### config.mk
export PLATFORM = sky130hd
export DESIGN_NAME = frog_mover
export DESIGN_NICKNAME = d
export VERILOG_FILES = /design/src/rtl/frog_pkg.sv /design/src/rtl/button_debouncer.sv /design/src/rtl/frog_mover.sv
export SDC_FILE = /design/constraint.sdc
export NUM_CORES = 1
export LEC_CHECK = 0
export BUFFER_PORTS_ARGS = -buffer_cell sky130_fd_sc_hd__buf_2
export CORE_ASPECT_RATIO = 0.8
export CORE_MARGIN = 5
export CORE_UTILIZATION = 61
export DETAILED_ROUTE_END_ITERATION = 6
export PLACE_DENSITY = 0.86
export SKIP_CTS_REPAIR_TIMING = 1
export SKIP_LAST_GASP = 1
export SLEW_MARGIN = 20
export SYNTH_ARGS = -nofsm -noshare
export SYNTH_HDL_FRONTEND = slang
export SYNTH_HIERARCHICAL = 1
export SYNTH_SLANG_ARGS = --single-unit
### constraint.sdc
create_clock -name clk -period 3.44 [get_ports clk]
set_clock_uncertainty 0.05 [all_clocks]
set_input_delay 0.688 -clock clk [delete_from_list [all_inputs] [get_ports clk]]
set_output_delay 0.688 -clock clk [all_outputs]
set_load 0.02 [all_outputs]
### src/rtl/frog_pkg.sv
// Constants and direction encoding shared by the frog mover, renderer and VGA timing block.
package frog_pkg;

    localparam int GRID_SIZE = 32;
    localparam int H_VISIBLE = 640;
    localparam int V_VISIBLE = 480;

    typedef enum logic [2:0] {
        DIR_NONE  = 3'd0,
        DIR_UP    = 3'd1,
        DIR_DOWN  = 3'd2,
        DIR_LEFT  = 3'd3,
        DIR_RIGHT = 3'd4
    } dir_t;

    // Bit positions of the per-direction pending flags.
    localparam int PEND_UP    = 0;
    localparam int PEND_DOWN  = 1;
    localparam int PEND_LEFT  = 2;
    localparam int PEND_RIGHT = 3;

    function automatic dir_t pick_dir(input logic [3:0] pend);
        if (pend[PEND_UP]) begin
            return DIR_UP;
        end else if (pend[PEND_DOWN]) begin
            return DIR_DOWN;
        end else if (pend[PEND_LEFT]) begin
            return DIR_LEFT;
        end else if (pend[PEND_RIGHT]) begin
            return DIR_RIGHT;
        end else begin
            return DIR_NONE;
        end
    endfunction

endpackage

### src/rtl/button_debouncer.sv
// One push-button conditioner: 2-flop synchroniser, stability counter and
// rising-edge detector producing a single-cycle registered press pulse.
module button_debouncer #(
    parameter int DEBOUNCE_CYCLES = 250000
) (
    input  logic clk,
    input  logic rst,
    input  logic btn_i,
    output logic press_o
);

    localparam int CNT_W = (DEBOUNCE_CYCLES > 1) ? $clog2(DEBOUNCE_CYCLES) : 1;
    localparam logic [CNT_W-1:0] CNT_LAST = CNT_W'(DEBOUNCE_CYCLES - 1);

    logic             sync0_q, sync1_q;
    logic             level_q, level_d;
    logic             press_q, press_d;
    logic [CNT_W-1:0] cnt_q, cnt_d;

    // Counter only runs while the synchronised level disagrees with the committed one,
    // so any bounce back to the committed level restarts the count from zero.
    always_comb begin
        cnt_d   = cnt_q;
        level_d = level_q;
        if (sync1_q == level_q) begin
            cnt_d = '0;
        end else if (cnt_q == CNT_LAST) begin
            cnt_d   = '0;
            level_d = sync1_q;
        end else begin
            cnt_d = cnt_q + CNT_W'(1);
        end
        press_d = level_d & ~level_q;
    end

    // Synchroniser, debounce state and press pulse registers.
    always_ff @(posedge clk or posedge rst) begin
        if (rst) begin
            sync0_q <= 1'b0;
            sync1_q <= 1'b0;
            level_q <= 1'b0;
            cnt_q   <= '0;
            press_q <= 1'b0;
        end else begin
            sync0_q <= btn_i;
            sync1_q <= sync0_q;
            level_q <= level_d;
            cnt_q   <= cnt_d;
            press_q <= press_d;
        end
    end

    assign press_o = press_q;

endmodule

### src/rtl/frog_mover.sv
// Frog position register: queues one hop per frame from debounced buttons and applies it on frame_tick.
// Optional FROG_WRAP_EN makes horizontal hops wrap around the screen edges.
import frog_pkg::*;

module frog_mover #(
    parameter int GRID_SIZE       = frog_pkg::GRID_SIZE,
    parameter int H_VISIBLE       = frog_pkg::H_VISIBLE,
    parameter int V_VISIBLE       = frog_pkg::V_VISIBLE,
    parameter int START_X         = 320,
    parameter int START_Y         = 448,
    parameter int DEBOUNCE_CYCLES = 250000
) (
    input  logic       clk,
    input  logic       rst,
    input  logic       btn_up,
    input  logic       btn_down,
    input  logic       btn_left,
    input  logic       btn_right,
    input  logic       frame_tick,
    input  logic       respawn,
    output logic [9:0] frog_x,
    output logic [9:0] frog_y,
    output logic       moved,
    output logic       at_goal
);

    localparam logic signed [10:0] GRID_S = 11'(GRID_SIZE);
    localparam logic signed [10:0] MAX_X  = 11'(H_VISIBLE - GRID_SIZE);
    localparam logic signed [10:0] MAX_Y  = 11'(V_VISIBLE - GRID_SIZE);
    localparam logic signed [10:0] ZERO_S = 11'sd0;

    logic [3:0]        press_s;
    logic [3:0]        pend_q, pend_d;
    logic [9:0]        x_q, x_d, y_q, y_d;
    logic              moved_q, moved_d;
    logic signed [10:0] cur_x_s, cur_y_s, nx_s, ny_s;
    logic              hop_ok_s;
    dir_t              sel_s;

    button_debouncer #(.DEBOUNCE_CYCLES(DEBOUNCE_CYCLES)) u_db_up (
        .clk(clk), .rst(rst), .btn_i(btn_up), .press_o(press_s[PEND_UP])
    );
    button_debouncer #(.DEBOUNCE_CYCLES(DEBOUNCE_CYCLES)) u_db_down (
        .clk(clk), .rst(rst), .btn_i(btn_down), .press_o(press_s[PEND_DOWN])
    );
    button_debouncer #(.DEBOUNCE_CYCLES(DEBOUNCE_CYCLES)) u_db_left (
        .clk(clk), .rst(rst), .btn_i(btn_left), .press_o(press_s[PEND_LEFT])
    );
    button_debouncer #(.DEBOUNCE_CYCLES(DEBOUNCE_CYCLES)) u_db_right (
        .clk(clk), .rst(rst), .btn_i(btn_right), .press_o(press_s[PEND_RIGHT])
    );

    // Candidate position for the highest-priority pending hop and whether it is legal.
    always_comb begin
        cur_x_s  = signed'({1'b0, x_q});
        cur_y_s  = signed'({1'b0, y_q});
        sel_s    = pick_dir(pend_q);
        nx_s     = cur_x_s;
        ny_s     = cur_y_s;
        hop_ok_s = 1'b0;
        case (sel_s)
            DIR_UP: begin
                ny_s     = cur_y_s - GRID_S;
                hop_ok_s = (ny_s >= ZERO_S);
            end
            DIR_DOWN: begin
                ny_s     = cur_y_s + GRID_S;
                hop_ok_s = (ny_s <= MAX_Y);
            end
            DIR_LEFT: begin
`ifdef FROG_WRAP_EN
                nx_s     = ((cur_x_s - GRID_S) < ZERO_S) ? MAX_X : (cur_x_s - GRID_S);
                hop_ok_s = 1'b1;
`else
                nx_s     = cur_x_s - GRID_S;
                hop_ok_s = (nx_s >= ZERO_S);
`endif
            end
            DIR_RIGHT: begin
`ifdef FROG_WRAP_EN
                nx_s     = ((cur_x_s + GRID_S) > MAX_X) ? ZERO_S : (cur_x_s + GRID_S);
                hop_ok_s = 1'b1;
`else
                nx_s     = cur_x_s + GRID_S;
                hop_ok_s = (nx_s <= MAX_X);
`endif
            end
            default: begin
                hop_ok_s = 1'b0;
            end
        endcase
    end

    // Respawn beats frame_tick; presses landing on the tick cycle survive into the next frame.
    always_comb begin
        x_d     = x_q;
        y_d     = y_q;
        moved_d = 1'b0;
        pend_d  = pend_q | press_s;
        if (respawn) begin
            x_d    = 10'(START_X);
            y_d    = 10'(START_Y);
            pend_d = 4'b0000;
        end else if (frame_tick) begin
            pend_d = press_s;
            if (hop_ok_s) begin
                x_d     = nx_s[9:0];
                y_d     = ny_s[9:0];
                moved_d = 1'b1;
            end else begin
                moved_d = 1'b0;
            end
        end else begin
            pend_d = pend_q | press_s;
        end
    end

    // Position, pending and moved registers.
    always_ff @(posedge clk or posedge rst) begin
        if (rst) begin
            x_q     <= 10'(START_X);
            y_q     <= 10'(START_Y);
            moved_q <= 1'b0;
            pend_q  <= 4'b0000;
        end else begin
            x_q     <= x_d;
            y_q     <= y_d;
            moved_q <= moved_d;
            pend_q  <= pend_d;
        end
    end

    assign frog_x  = x_q;
    assign frog_y  = y_q;
    assign moved   = moved_q;
    assign at_goal = (y_q == 10'd0);

endmodule

* Yosys cells after proc, flatten, opt, wreduce, memory -nomap -nowiden
Index checks and enable logic that the tools add are counted.
W data, S select, Z words.
** Storage, ports and cells
- Register bits :: 113
- Word-level logic and storage cells :: 98
** Operators by class
- Add/subtract/negate cells :: 8
- Order comparisons :: 4
- Eq/ne operators :: 12
- Multiplexer cells :: 34
- Bitwise operators :: 9
- Reduce and logical (&&, ||, !) cells :: 7
** Operators by type and width (number)
- $mux W18 :: 8
- $add A18 B1 Y18 const B :: 4
- $eq A18 B18 Y1 const B :: 4
- $mux W10 :: 6
- $pmux W10 S2 :: 2
- $add A10 B6 Y11 const B :: 2
- $ge A11 B1 Y1 const B :: 2
- $sub A10 B6 Y11 const B :: 2
- $mux W3 :: 4
- $le A11 B10 Y1 const B :: 1
- $le A11 B11 Y1 const B :: 1
- $mux W1 :: 11
- $logic_not A10 Y1 :: 1
- $mux W4 :: 2
- $eq A3 B2 Y1 const B :: 2
- $reduce_and A3 Y1 :: 2
- $reduce_bool A3 Y1 :: 2
- $and A1 B1 Y1 :: 4
- $eq A1 B1 Y1 :: 4
- $not A1 Y1 :: 4
- $or A4 B4 Y4 :: 1
- $pmux W1 S4 :: 1
- $reduce_bool A2 Y1 :: 2
- $eq A3 B1 Y1 const B :: 1
- $eq A3 B3 Y1 const B :: 1

* Longest topological paths before layout
Gate-level depths: netlist of the first run.
- Depth in word-level cells :: 9
- Mapped depth :: 10
- Depth with buffers taken out :: 8

* Hierarchy
Netlist of the first run, hierarchy kept.
** By module, submodules not included
- button_debouncer (u_db_down ...) :: times used 3, cells each 100, area an instance 1048.5 um^2
- frog_mover :: times used 1, cells each 133, area an instance 1179.9 um^2
- button_debouncer (u_db_right) :: times used 1, cells each 101, area an instance 1056.0 um^2

* Least setup slack after synthesis of the first run
Ideal clock, no wire load.
- Kind :: register to register
- Start :: reg y_q[6] (netlist: frog_y[6])
- End :: reg x_q[7] (netlist: frog_x[7])
- Library setup time :: 125 ps
- Arrival :: 2309 ps
- Required time :: 3265 ps
- Setup slack :: 957 ps
- Stages on the path, launching flop included :: 9
- Path buffers :: 1
- Path through :: dfstp_2 inv_1 ha_1 o2111a_1 o41ai_1 and4b_1 buf_6 a211oi_1 mux2_2
** On the way
- Word-level cells in the longest chain between the ends :: 5
- Elaborated cells between the ends (all ways) :: 7
- Classes of those cells :: add/sub (2); order compare (2); mux (1); reduce/logical (2)
** Ends and longest elaborated chain
- start, declared :: line frog_mover.sv:34 : logic [9:0] x_q, x_d, y_q, y_d;
- start signal, assigned :: line frog_mover.sv:122 : y_q <= 10'(START_Y);
- start signal, assigned :: line frog_mover.sv:127 : y_q <= y_d;
- $add A10 B6 Y11 or $sub A10 B6 Y11 (tied branches) :: line frog_mover.sv:67, frog_mover.sv:63
- $le A11 B10 Y1 or $ge A11 B1 Y1 (tied branches) :: line frog_mover.sv:68, frog_mover.sv:64
- $pmux W1 S4 * :: line frog_mover.sv:61 : case (sel_s)
- $reduce_bool A2 Y1 (no line) *
- $reduce_and A3 Y1 (no line) *
- end signal, assigned :: line frog_mover.sv:121 : x_q <= 10'(START_X);
- end, declared :: line frog_mover.sv:34
Every way passes the cells marked *; elsewhere a longest branch is shown, timed or not.
A chain may end at the register's enable or synchronous reset.

* Final worst setup path of the first run
Ends and elaborated chain as after synthesis.

==> results of run 1 <==
[state kept, by name (all words and copies together) (netlist names), 4 cells and up]
signal,flops
u_db_up/cnt_q,18
u_db_down/cnt_q,18
u_db_right/cnt_q,18
frog_x,5
u_db_left/cnt_q,18
frog_y,5
pend_q,4
[through the flow]
| stage | instances | worst slack (ns) | hold WS, ns |
|---|---|---|---|
| finish | 667 | 0.7890 | 0.3063 |
| global placement | 651 | 0.8900 | 0.2848 |
| detailed placement | 651 | 0.8138 | 0.2863 |
| global route | 667 | 0.6684 | 0.3250 |
| floorplan | 543 | 0.9566 | 0.2812 |
| CTS | 667 | 0.7973 | 0.3085 |
[cells by family after synthesis]
kind of cell / share of synthesized area
XOR/XNOR: 0.1042
AO/OA/AOI/OAI: 0.07394
flip-flops: 0.4801
other: 0.0006968
buffers and inverters: 0.05185
adder cells (fa/ha/maj): 0.02093
multiplexers: 0.01837
AND/OR/NAND/NOR: 0.2499
[synthesized netlist by cell type, types with 6 or more instances]
library cell and count:
sky130_fd_sc_hd__a21oi_1 14, sky130_fd_sc_hd__buf_4 10, sky130_fd_sc_hd__buf_6 6, sky130_fd_sc_hd__dfrtp_1 98, sky130_fd_sc_hd__ha_1 9, sky130_fd_sc_hd__inv_1 25, sky130_fd_sc_hd__mux2_2 6, sky130_fd_sc_hd__nand2_1 23
sky130_fd_sc_hd__nand3_1 24, sky130_fd_sc_hd__nand4_1 27, sky130_fd_sc_hd__nor2_1 87, sky130_fd_sc_hd__nor2b_1 6, sky130_fd_sc_hd__nor3_1 15, sky130_fd_sc_hd__nor4_1 20, sky130_fd_sc_hd__o21ai_0 7, sky130_fd_sc_hd__o31ai_1 6
sky130_fd_sc_hd__or2_2 7, sky130_fd_sc_hd__or3_1 6, sky130_fd_sc_hd__or4_1 10, sky130_fd_sc_hd__xnor2_1 40, sky130_fd_sc_hd__xor2_1 24
[cell type report]
class / instances / share of cell area
multi-input cells: 392 / 0.4489
inverters: 25 / 0.01651
clock inverters: 5 / 0.01386
repair buffers: 19 / 0.01673
well taps: 112 / 0.02465
clock buffers: 11 / 0.02487
flip-flops and latches: 103 / 0.4544
[how the worst min path moves through the flow]
stage / start / to / depth (start not counted)
after detailed placement: u_db_up/sync0_q / u_db_up/sync1_q / 0
after global placement: u_db_down/sync0_q / u_db_down/sync1_q / 0
after global routing: u_db_down/sync0_q / u_db_down/sync1_q / 0
after floorplan: u_db_down/sync0_q / u_db_down/sync1_q / 0
final: u_db_up/sync0_q / u_db_up/sync1_q / 0
after CTS: u_db_up/sync0_q / u_db_up/sync1_q / 0
[layer usage]
layer	vias up	GRT usage	wire, µm
met3	13	0.04443	561
met2	111	0.3049	4625
li1	1886	-	-
met1	1903	0.2710	4557
met4	0	0.04497	102
met5	-	0	0
[where the power goes]
| group | leakage [nW] | internal (W) | switching (W) |
|---|---|---|---|
| registers | 1.39 | 0.00123 | 0.0000144 |
| clock network | 0.114 | 0.000430 | 0.000397 |
| logic | 0.837 | 0.0000203 | 0.0000652 |
| total | 2.34 | 0.00168 | 0.000476 |
==> metrics.log, run 1 <==
INFO  metric grt_antenna_before_repair = 0
INFO  metric synthesis.area = 5381 µm²
INFO  metric vias = 3913
INFO  metric outcome = complete, no violations
INFO  metric filler_cell_count = 653
INFO  metric dr.pass1.iters = 7
INFO  metric drcViolationCount = 0
INFO  metric setup.worst_path.start_class = register
INFO  metric worst_r2r_path_depth = 7
INFO  metric yosysTopAreaCellShare = 0.4557
INFO  metric finish.utilization = 0.6643
INFO  metric dpl_cell_area = 5465 µm²
INFO  metric synthesis.instances = 534
INFO  metric pin_slew_with_the_least_headroom_to_its_limit = 0.9362 ns
INFO  metric wl_per_cell = 14.76 µm
INFO  metric diodes = 0
INFO  metric min-delay-path-class = register to register
INFO  metric multi_input_area = 2552 µm²
INFO  metric timing.critical_path.depth = 7
INFO  metric htreeDepth = 3
INFO  metric final.setup.tns = 0 ns
INFO  metric hold_violations = 0
INFO  metric timing.max_slew.rel_slack = 0.3737
INFO  metric clk_path_buf_depth = 2
INFO  metric fin_area = 5685 µm²
INFO  metric synthToLayoutAreaGrowth = 5.650%
INFO  metric path_cells = inv_1 > ha_1 > o2111a_1 > o41ai_1 > and4b_1 > a211oi_1 > mux2_2
INFO  metric io_pins = 30
INFO  metric drv.max_cap_violation_count = 0
INFO  metric regArea = 2584 µm²
INFO  metric place_hpwl = 6988 µm
INFO  metric cts_tree = built
INFO  metric chipHeight = 94.01 µm
INFO  metric ys_seq_area_frac = 0.4801
INFO  metric ys_types = 57
INFO  metric critPathBufInv = 1
INFO  metric ys_top_cells_by_area = sky130_fd_sc_hd__dfrtp_1, sky130_fd_sc_hd__xnor2_1, sky130_fd_sc_hd__nor2_1, sky130_fd_sc_hd__xor2_1, sky130_fd_sc_hd__nand4_1
INFO  metric ff2ff_setup_slack = 0.79 ns
INFO  metric p_leak = 2.344 nW
INFO  metric timing.rr.end = frog_x[7]
INFO  metric synth_top_area_cell = sky130_fd_sc_hd__dfrtp_1
INFO  metric maxClockFrequency = 0.3772 GHz
INFO  metric timing_max_transition_violations_final = 0
INFO  metric critical_path_required = 3.65 ns
INFO  metric cts_made_buffers = 9
INFO  metric crit_slowest_cell = sky130_fd_sc_hd__dfstp_2
INFO  metric setup.worst_path.class = register to register
INFO  metric synth-edff-count = 0
INFO  metric gpl.final_weighted_congestion = 0.8690
INFO  metric chipWidth = 115.0 µm
INFO  metric power.ir.vdd_worst = 308.2 µV
INFO  metric antenna_violating_nets_post_route = 0
INFO  metric layout_commonest_cell = sky130_fd_sc_hd__dfrtp_1
INFO  metric mean_number_of_vias_per_cell = 5.867
INFO  metric setup.worst_path.end_class = register
INFO  metric first_global_vias = 3684
INFO  metric power_density = 378.7 nW/µm²
INFO  metric numClockSinks = 103
INFO  metric first_pass_grt_wire_length = 16930 µm
INFO  metric setup.worst_path.end = frog_x[7]
INFO  metric synthesis.area_per_instance = 10.08 µm²
INFO  metric clkSlewWorstSetupHoldPaths = 0.09 ns
INFO  metric final_cell_mix = sky130_fd_sc_hd__dfrtp_1, sky130_fd_sc_hd__nor2_1, sky130_fd_sc_hd__xnor2_1
INFO  metric yosysWarnings = 6
INFO  metric worst_path_largest_cell_delay = 0.57 ns
INFO  metric io_buffers = 19
INFO  metric grt_start_max_net_pins = 23
INFO  metric grt_setup_unrepaired = no
INFO  metric first_iter_violations = 300
INFO  metric fin_nets = 567
INFO  metric wl = 9846 µm
INFO  metric die-area = 10810 µm²
INFO  metric gr-total-overflow = 0
INFO  metric postSynth.asyncResetShare = 1.000
INFO  metric critical_path_arrival = 2.86 ns
INFO  metric critical_path_peak_fanout = 16
INFO  metric cts-root-buf = sky130_fd_sc_hd__clkbuf_8
INFO  metric timing.final.crit_share = 0.7706
INFO  metric yosys_most_used_dff = sky130_fd_sc_hd__dfrtp_1
INFO  metric drive_above_1_share = 0.1225
INFO  metric std_cell_rows = 30
INFO  metric final.min_clock_period = 2.651 ns
INFO  metric critical_path.top_delay_family = compound AO/OA/AOI/OAI gates
INFO  metric groute.usage.overall = 0.1927
INFO  metric ys_seq_elements = 103
INFO  metric launching_instance_or_port_of_the_critical_path = frog_y[6]
INFO  metric finalSetupViolCount = 0
INFO  metric clk-insertion-delay-late = 0.36 ns
INFO  metric fp.coreArea = 8558 µm²
INFO  metric r2r-start = frog_y[6]
INFO  metric report.power.total = 0.002153 W
INFO  metric initial_utilization = 0.6288
Power figures use the tool's default switching activity.
==> run 2, diff against run 1 <==
Clock period 3.44 ns to 2.49 ns, I/O delays scaled along.
==> metrics.log, run 2 (synthesized netlist as in run 1, its figures left out) <==
INFO  metric outcome = complete, no violations
INFO  metric pin_slew_with_the_least_headroom_to_its_limit = 0.8391 ns
INFO  metric timing_max_transition_violations_final = 0
INFO  metric min-delay-path-class = input port to asynchronous set/reset pin
INFO  metric setup.worst_path.start_class = register
INFO  metric first_iter_violations = 315
INFO  metric layout_commonest_cell = sky130_fd_sc_hd__dfrtp_1
INFO  metric io_buffers = 19
INFO  metric timing.rr.end = frog_x[5]
INFO  metric setup.worst_path.class = register to register
INFO  metric gpl.final_weighted_congestion = 0.8302
INFO  metric p_leak = 2.406 nW
INFO  metric grt_start_max_net_pins = 23
INFO  metric chipWidth = 115.0 µm
INFO  metric clk-insertion-delay-late = 0.37 ns
INFO  metric std_cell_rows = 30
INFO  metric drcViolationCount = 0
INFO  metric maxClockFrequency = 0.4116 GHz
INFO  metric wl = 10520 µm
INFO  metric setup.worst_path.end_class = register
INFO  metric timing.final.crit_share = 0.9758
INFO  metric fp.coreArea = 8558 µm²
INFO  metric post-route-worst-setup-slack = 0.06022 ns
INFO  metric critical_path_arrival = 2.67 ns
INFO  metric power_density = 495.8 nW/µm²
INFO  metric finalSetupViolCount = 0
INFO  metric die-area = 10810 µm²
INFO  metric antenna_violating_nets_post_route = 0
INFO  metric place_hpwl = 7482 µm
INFO  metric placed_cells_incl_taps = 663
INFO  metric cts_made_buffers = 9
INFO  metric r2r-start = frog_y[6]
INFO  metric gr-usage-met1 = 0.2773
INFO  metric filler_cell_count = 631
INFO  metric wl_per_cell = 15.43 µm
INFO  metric cts-root-buf = sky130_fd_sc_hd__clkbuf_8
INFO  metric io_pins = 30
INFO  metric layout.cells.non_filler = 682
INFO  metric first_pass_grt_wire_length = 17970 µm
INFO  metric diodes = 0
INFO  metric grt_setup_unrepaired = no
INFO  metric mean_number_of_vias_per_cell = 5.889
INFO  metric dpl_cell_area = 5555 µm²
INFO  metric final.setup.tns = 0 ns
INFO  metric multi_input_area = 2597 µm²
INFO  metric drv.max_cap_violation_count = 0
INFO  metric clk_path_buf_depth = 2
INFO  metric clkSlewWorstSetupHoldPaths = 0.09 ns
INFO  metric global_route.usage.met2 = 0.3420
INFO  metric hold_violations = 0
INFO  metric launching_instance_or_port_of_the_critical_path = frog_y[6]
INFO  metric top_usage_layer = met2
INFO  metric place_worst_setup_slack = -0.05342 ns
INFO  metric worst_r2r_path_depth = 8
INFO  metric chipHeight = 94.01 µm
INFO  metric vias = 4016
INFO  metric gr-total-overflow = 0
INFO  metric ff2ff_setup_slack = 0.06 ns
INFO  metric dr.pass1.iters = 5
INFO  metric first_global_vias = 3885
INFO  metric final.min_clock_period = 2.430 ns
INFO  metric numClockSinks = 103
INFO  metric htreeDepth = 3
INFO  metric globalRouteMet3Util = 0.04379
INFO  metric timing.max_slew.rel_slack = 0.4400
INFO  metric cts_tree = built
INFO  metric fin_nets = 582
INFO  metric groute.usage.overall = 0.2075
INFO  metric critical_path_required = 2.73 ns
INFO  metric drive_above_1_share = 0.1579
INFO  metric initial_utilization = 0.6288
INFO  metric power.ir.vdd_worst = 386.9 µV
INFO  metric critical_path_peak_fanout = 6
INFO  metric grt_antenna_before_repair = 0
INFO  metric synthToLayoutAreaGrowth = 8.184%
INFO  metric regArea = 2585 µm²
INFO  metric fin_area = 5822 µm²
INFO  metric final_cell_mix = sky130_fd_sc_hd__dfrtp_1, sky130_fd_sc_hd__nor2_1, sky130_fd_sc_hd__xnor2_1
==> run 2: worst max-delay path by stage <==
stage / to / slack (ns) / cells past startpoint
final: frog_x[5] / 0.06 / 8
after global placement: frog_x[5] / 0.07 / 8
after global routing: frog_x[5] / 0.02 / 8
after floorplan: frog_x[7] / 0.007 / 8
after detailed placement: frog_y[7] / -0.05 / 8
after CTS: frog_y[7] / -0.07 / 8
==> run 2: final cells by class <==
cell class	count	area share
Clock buffer	11	0.02429
Clock inverter	5	0.009671
Inverter	25	0.01612
Multi-Input combinational cell	392	0.4462
Sequential cell	103	0.4440
Tap cell	112	0.02407
Timing Repair Buffer	34	0.03568
==> run 2: routing by layer <==
metal  routed length, µm  share of wire
met3                 556          0.053
met2                5074           0.48
met5                   0              0
met4                 187          0.018
met1                4702           0.45
==> run 2: report_power, final <==
| part | switching, W | total [W] | internal, W |
|---|---|---|---|
| Sequential | 0.0000204 | 0.00171 | 0.00169 |
| Clock | 0.000553 | 0.00105 | 0.000493 |
| Combinational | 0.0000918 | 0.000127 | 0.0000347 |
==> run 2: critical path, cell delays in order (launching register included) <==
cell                       delay, ns
sky130_fd_sc_hd__dfstp_2        0.39
sky130_fd_sc_hd__buf_4          0.13
sky130_fd_sc_hd__ha_1           0.25
sky130_fd_sc_hd__o2111a_1       0.26
sky130_fd_sc_hd__o41ai_2        0.30
sky130_fd_sc_hd__and4b_2        0.32
sky130_fd_sc_hd__buf_4          0.17
sky130_fd_sc_hd__or3_1          0.34
sky130_fd_sc_hd__a21oi_1        0.15
==> run 2: per-stage QoR <==
step                utilization  power, W  hold slack, ns
finish                   0.6803  0.002887          0.1759
CTS                      0.6722  0.002924          0.1642
global placement         0.6491  0.001869          0.2869
floorplan                     -  0.001854          0.2812
global route             0.6803  0.003007          0.1586
detailed placement       0.6491  0.001875          0.2873
==> run 3, diff against run 2 <==
==> constraint.sdc (replaced) <==
create_clock -name clk -period 2.49 [get_ports clk]
set_clock_uncertainty 0.05 [all_clocks]
set_input_delay 0.249 -clock clk [delete_from_list [all_inputs] [get_ports clk]]
set_output_delay 0.249 -clock clk [all_outputs]
set_load 0.02 [all_outputs]
==> metrics.log, run 3 (synthesized netlist as in run 1, its figures left out) <==
INFO  metric grt_antenna_before_repair = 0
INFO  metric first_pass_grt_wire_length = 17970 µm
INFO  metric layout_commonest_cell = sky130_fd_sc_hd__dfrtp_1
INFO  metric place_hpwl = 7482 µm
INFO  metric gpl.final_weighted_congestion = 0.8302
INFO  metric final_cell_mix = sky130_fd_sc_hd__dfrtp_1, sky130_fd_sc_hd__nor2_1, sky130_fd_sc_hd__xnor2_1
INFO  metric chipWidth = 115.0 µm
INFO  metric power.ir.vdd_worst = 386.2 µV
INFO  metric power_density = 492.0 nW/µm²
INFO  metric io_pins = 30
INFO  metric first_global_vias = 3885
INFO  metric antenna_violating_nets_post_route = 0
INFO  metric cts-root-buf = sky130_fd_sc_hd__clkbuf_8
INFO  metric grt_start_max_net_pins = 23
INFO  metric first_iter_violations = 325
INFO  metric die-area = 10810 µm²
INFO  metric cts_made_buffers = 9
INFO  metric post-route-worst-setup-slack = 0.06603 ns
INFO  metric numClockSinks = 103
INFO  metric wl_per_cell = 15.31 µm
INFO  metric diodes = 0
INFO  metric cts_tree = built
INFO  metric placed_cells_incl_taps = 663
INFO  metric cpMostUsedCell = sky130_fd_sc_hd__buf_4
INFO  metric critical_path_peak_fanout = 6
INFO  metric place_worst_setup_slack = -0.05342 ns
INFO  metric clkSlewWorstSetupHoldPaths = 0.09 ns
INFO  metric min-delay-path-class = input port to register
INFO  metric gr-total-overflow = 0
INFO  metric mean_number_of_vias_per_cell = 5.827
INFO  metric clk_path_buf_depth = 2
INFO  metric pin_slew_with_the_least_headroom_to_its_limit = 0.8367 ns
INFO  metric initial_utilization = 0.6288
INFO  metric setup.worst_path.end_class = register
INFO  metric clk-insertion-delay-late = 0.37 ns
INFO  metric wl = 10520 µm
INFO  metric setup.worst_path.start_class = register
INFO  metric timing.final.crit_share = 0.9735
INFO  metric htreeDepth = 3
INFO  metric io_buffers = 19
INFO  metric critical_path_arrival = 2.67 ns
INFO  metric synthToLayoutAreaGrowth = 9.114%
INFO  metric fp.coreArea = 8558 µm²
INFO  metric finalSetupViolCount = 0
INFO  metric maxClockFrequency = 0.4125 GHz
INFO  metric dr.pass1.iters = 5
INFO  metric std_cell_rows = 30
INFO  metric grt_setup_unrepaired = no
INFO  metric chipHeight = 94.01 µm
INFO  metric layout.cells.non_filler = 687
INFO  metric report.power.total = 0.002889 W
INFO  metric timing.max_slew.rel_slack = 0.4416
INFO  metric vias = 4003
INFO  metric worst_path_largest_cell_delay = 0.39 ns
INFO  metric groute.usage.overall = 0.2075
INFO  metric hold_violations = 0
INFO  metric final.setup.tns = 0 ns
INFO  metric p_leak = 2.427 nW
INFO  metric outcome = complete, no violations
INFO  metric crit_slowest_cell = sky130_fd_sc_hd__dfstp_2
INFO  metric setup.worst_path.class = register to register
INFO  metric critPathBufInv = 2
INFO  metric drive_above_1_share = 0.1565
INFO  metric drv.max_cap_violation_count = 0
INFO  metric critical_path.top_delay_family = compound AO/OA/AOI/OAI gates
INFO  metric final.min_clock_period = 2.424 ns
INFO  metric filler_cell_count = 624
INFO  metric timing_max_transition_violations_final = 0
INFO  metric path_cells = buf_4 > ha_1 > o2111a_1 > o41ai_2 > and4b_2 > buf_4 > or3_1 > a21oi_1
INFO  metric drcViolationCount = 0
INFO  metric critical_path_required = 2.73 ns
INFO  metric fin_nets = 587
-- run 3: cell types whose count changed in the layout (fill, tap and decap cells not counted), sizes merged --
cell	previous run	this run
dlygate4sd3	0	5
-- run 3: metal layers --
| metal | track usage | wire length (µm) | vias to the layer above |
|---|---|---|---|
| met5 | 0 | 0 | - |
| met4 | 0.06061 | 188 | 0 |
| met3 | 0.04379 | 602 | 17 |
| met2 | 0.3420 | 5041 | 126 |
| met1 | 0.2773 | 4684 | 1942 |
| li1 | - | - | 1918 |
-- run 3: report_power, final --
group          total [W]  internal [W]  switching [W]
logic           0.000133     0.0000398      0.0000928
registers        0.00171       0.00169      0.0000205
clock network    0.00104      0.000493       0.000550
total            0.00289       0.00223       0.000663
-- run 3: stage by stage --
stage,area [µm²],utilization,hold slack [ns]
floorplan,5415,-,0.09690
global placement,5555,0.6491,0.2869
detailed placement,5555,0.6491,0.2873
CTS,5753,0.6722,-0.08484
global route,5872,0.6861,0.2164
finish,5872,0.6861,0.2100
-- run 3: worst paths after layout --
| check | start | end | slack (ns) | depth (start not counted) |
|---|---|---|---|---|
| setup / recovery | frog_y[6] | frog_x[5] | 0.07 | 8 |
| hold / removal | respawn | pend_q[0] | 0.21 | 2 |
| setup reg to reg | frog_y[6] | frog_x[5] | 0.07 | 8 |
| hold reg to reg | u_db_up/sync0_q | u_db_up/sync1_q | 0.31 | 0 |
| max in group asynchronous | rst | u_db_down/cnt_q[0] | 1.27 | 3 |
| min in group asynchronous | rst | pend_q[2] | 0.48 | 3 |
-- run 3: area by class of cell --
cell class | instances | area [µm²] | area share
clock inverter | 5 | 56.30 | 0.009589
multi-input combinational | 392 | 2597 | 0.4424
sequential | 103 | 2585 | 0.4402
timing repair buffer | 39 | 257.7 | 0.04390
clock buffer | 11 | 141.4 | 0.02408
tap | 112 | 140.1 | 0.02387
inverter | 25 | 93.84 | 0.01598
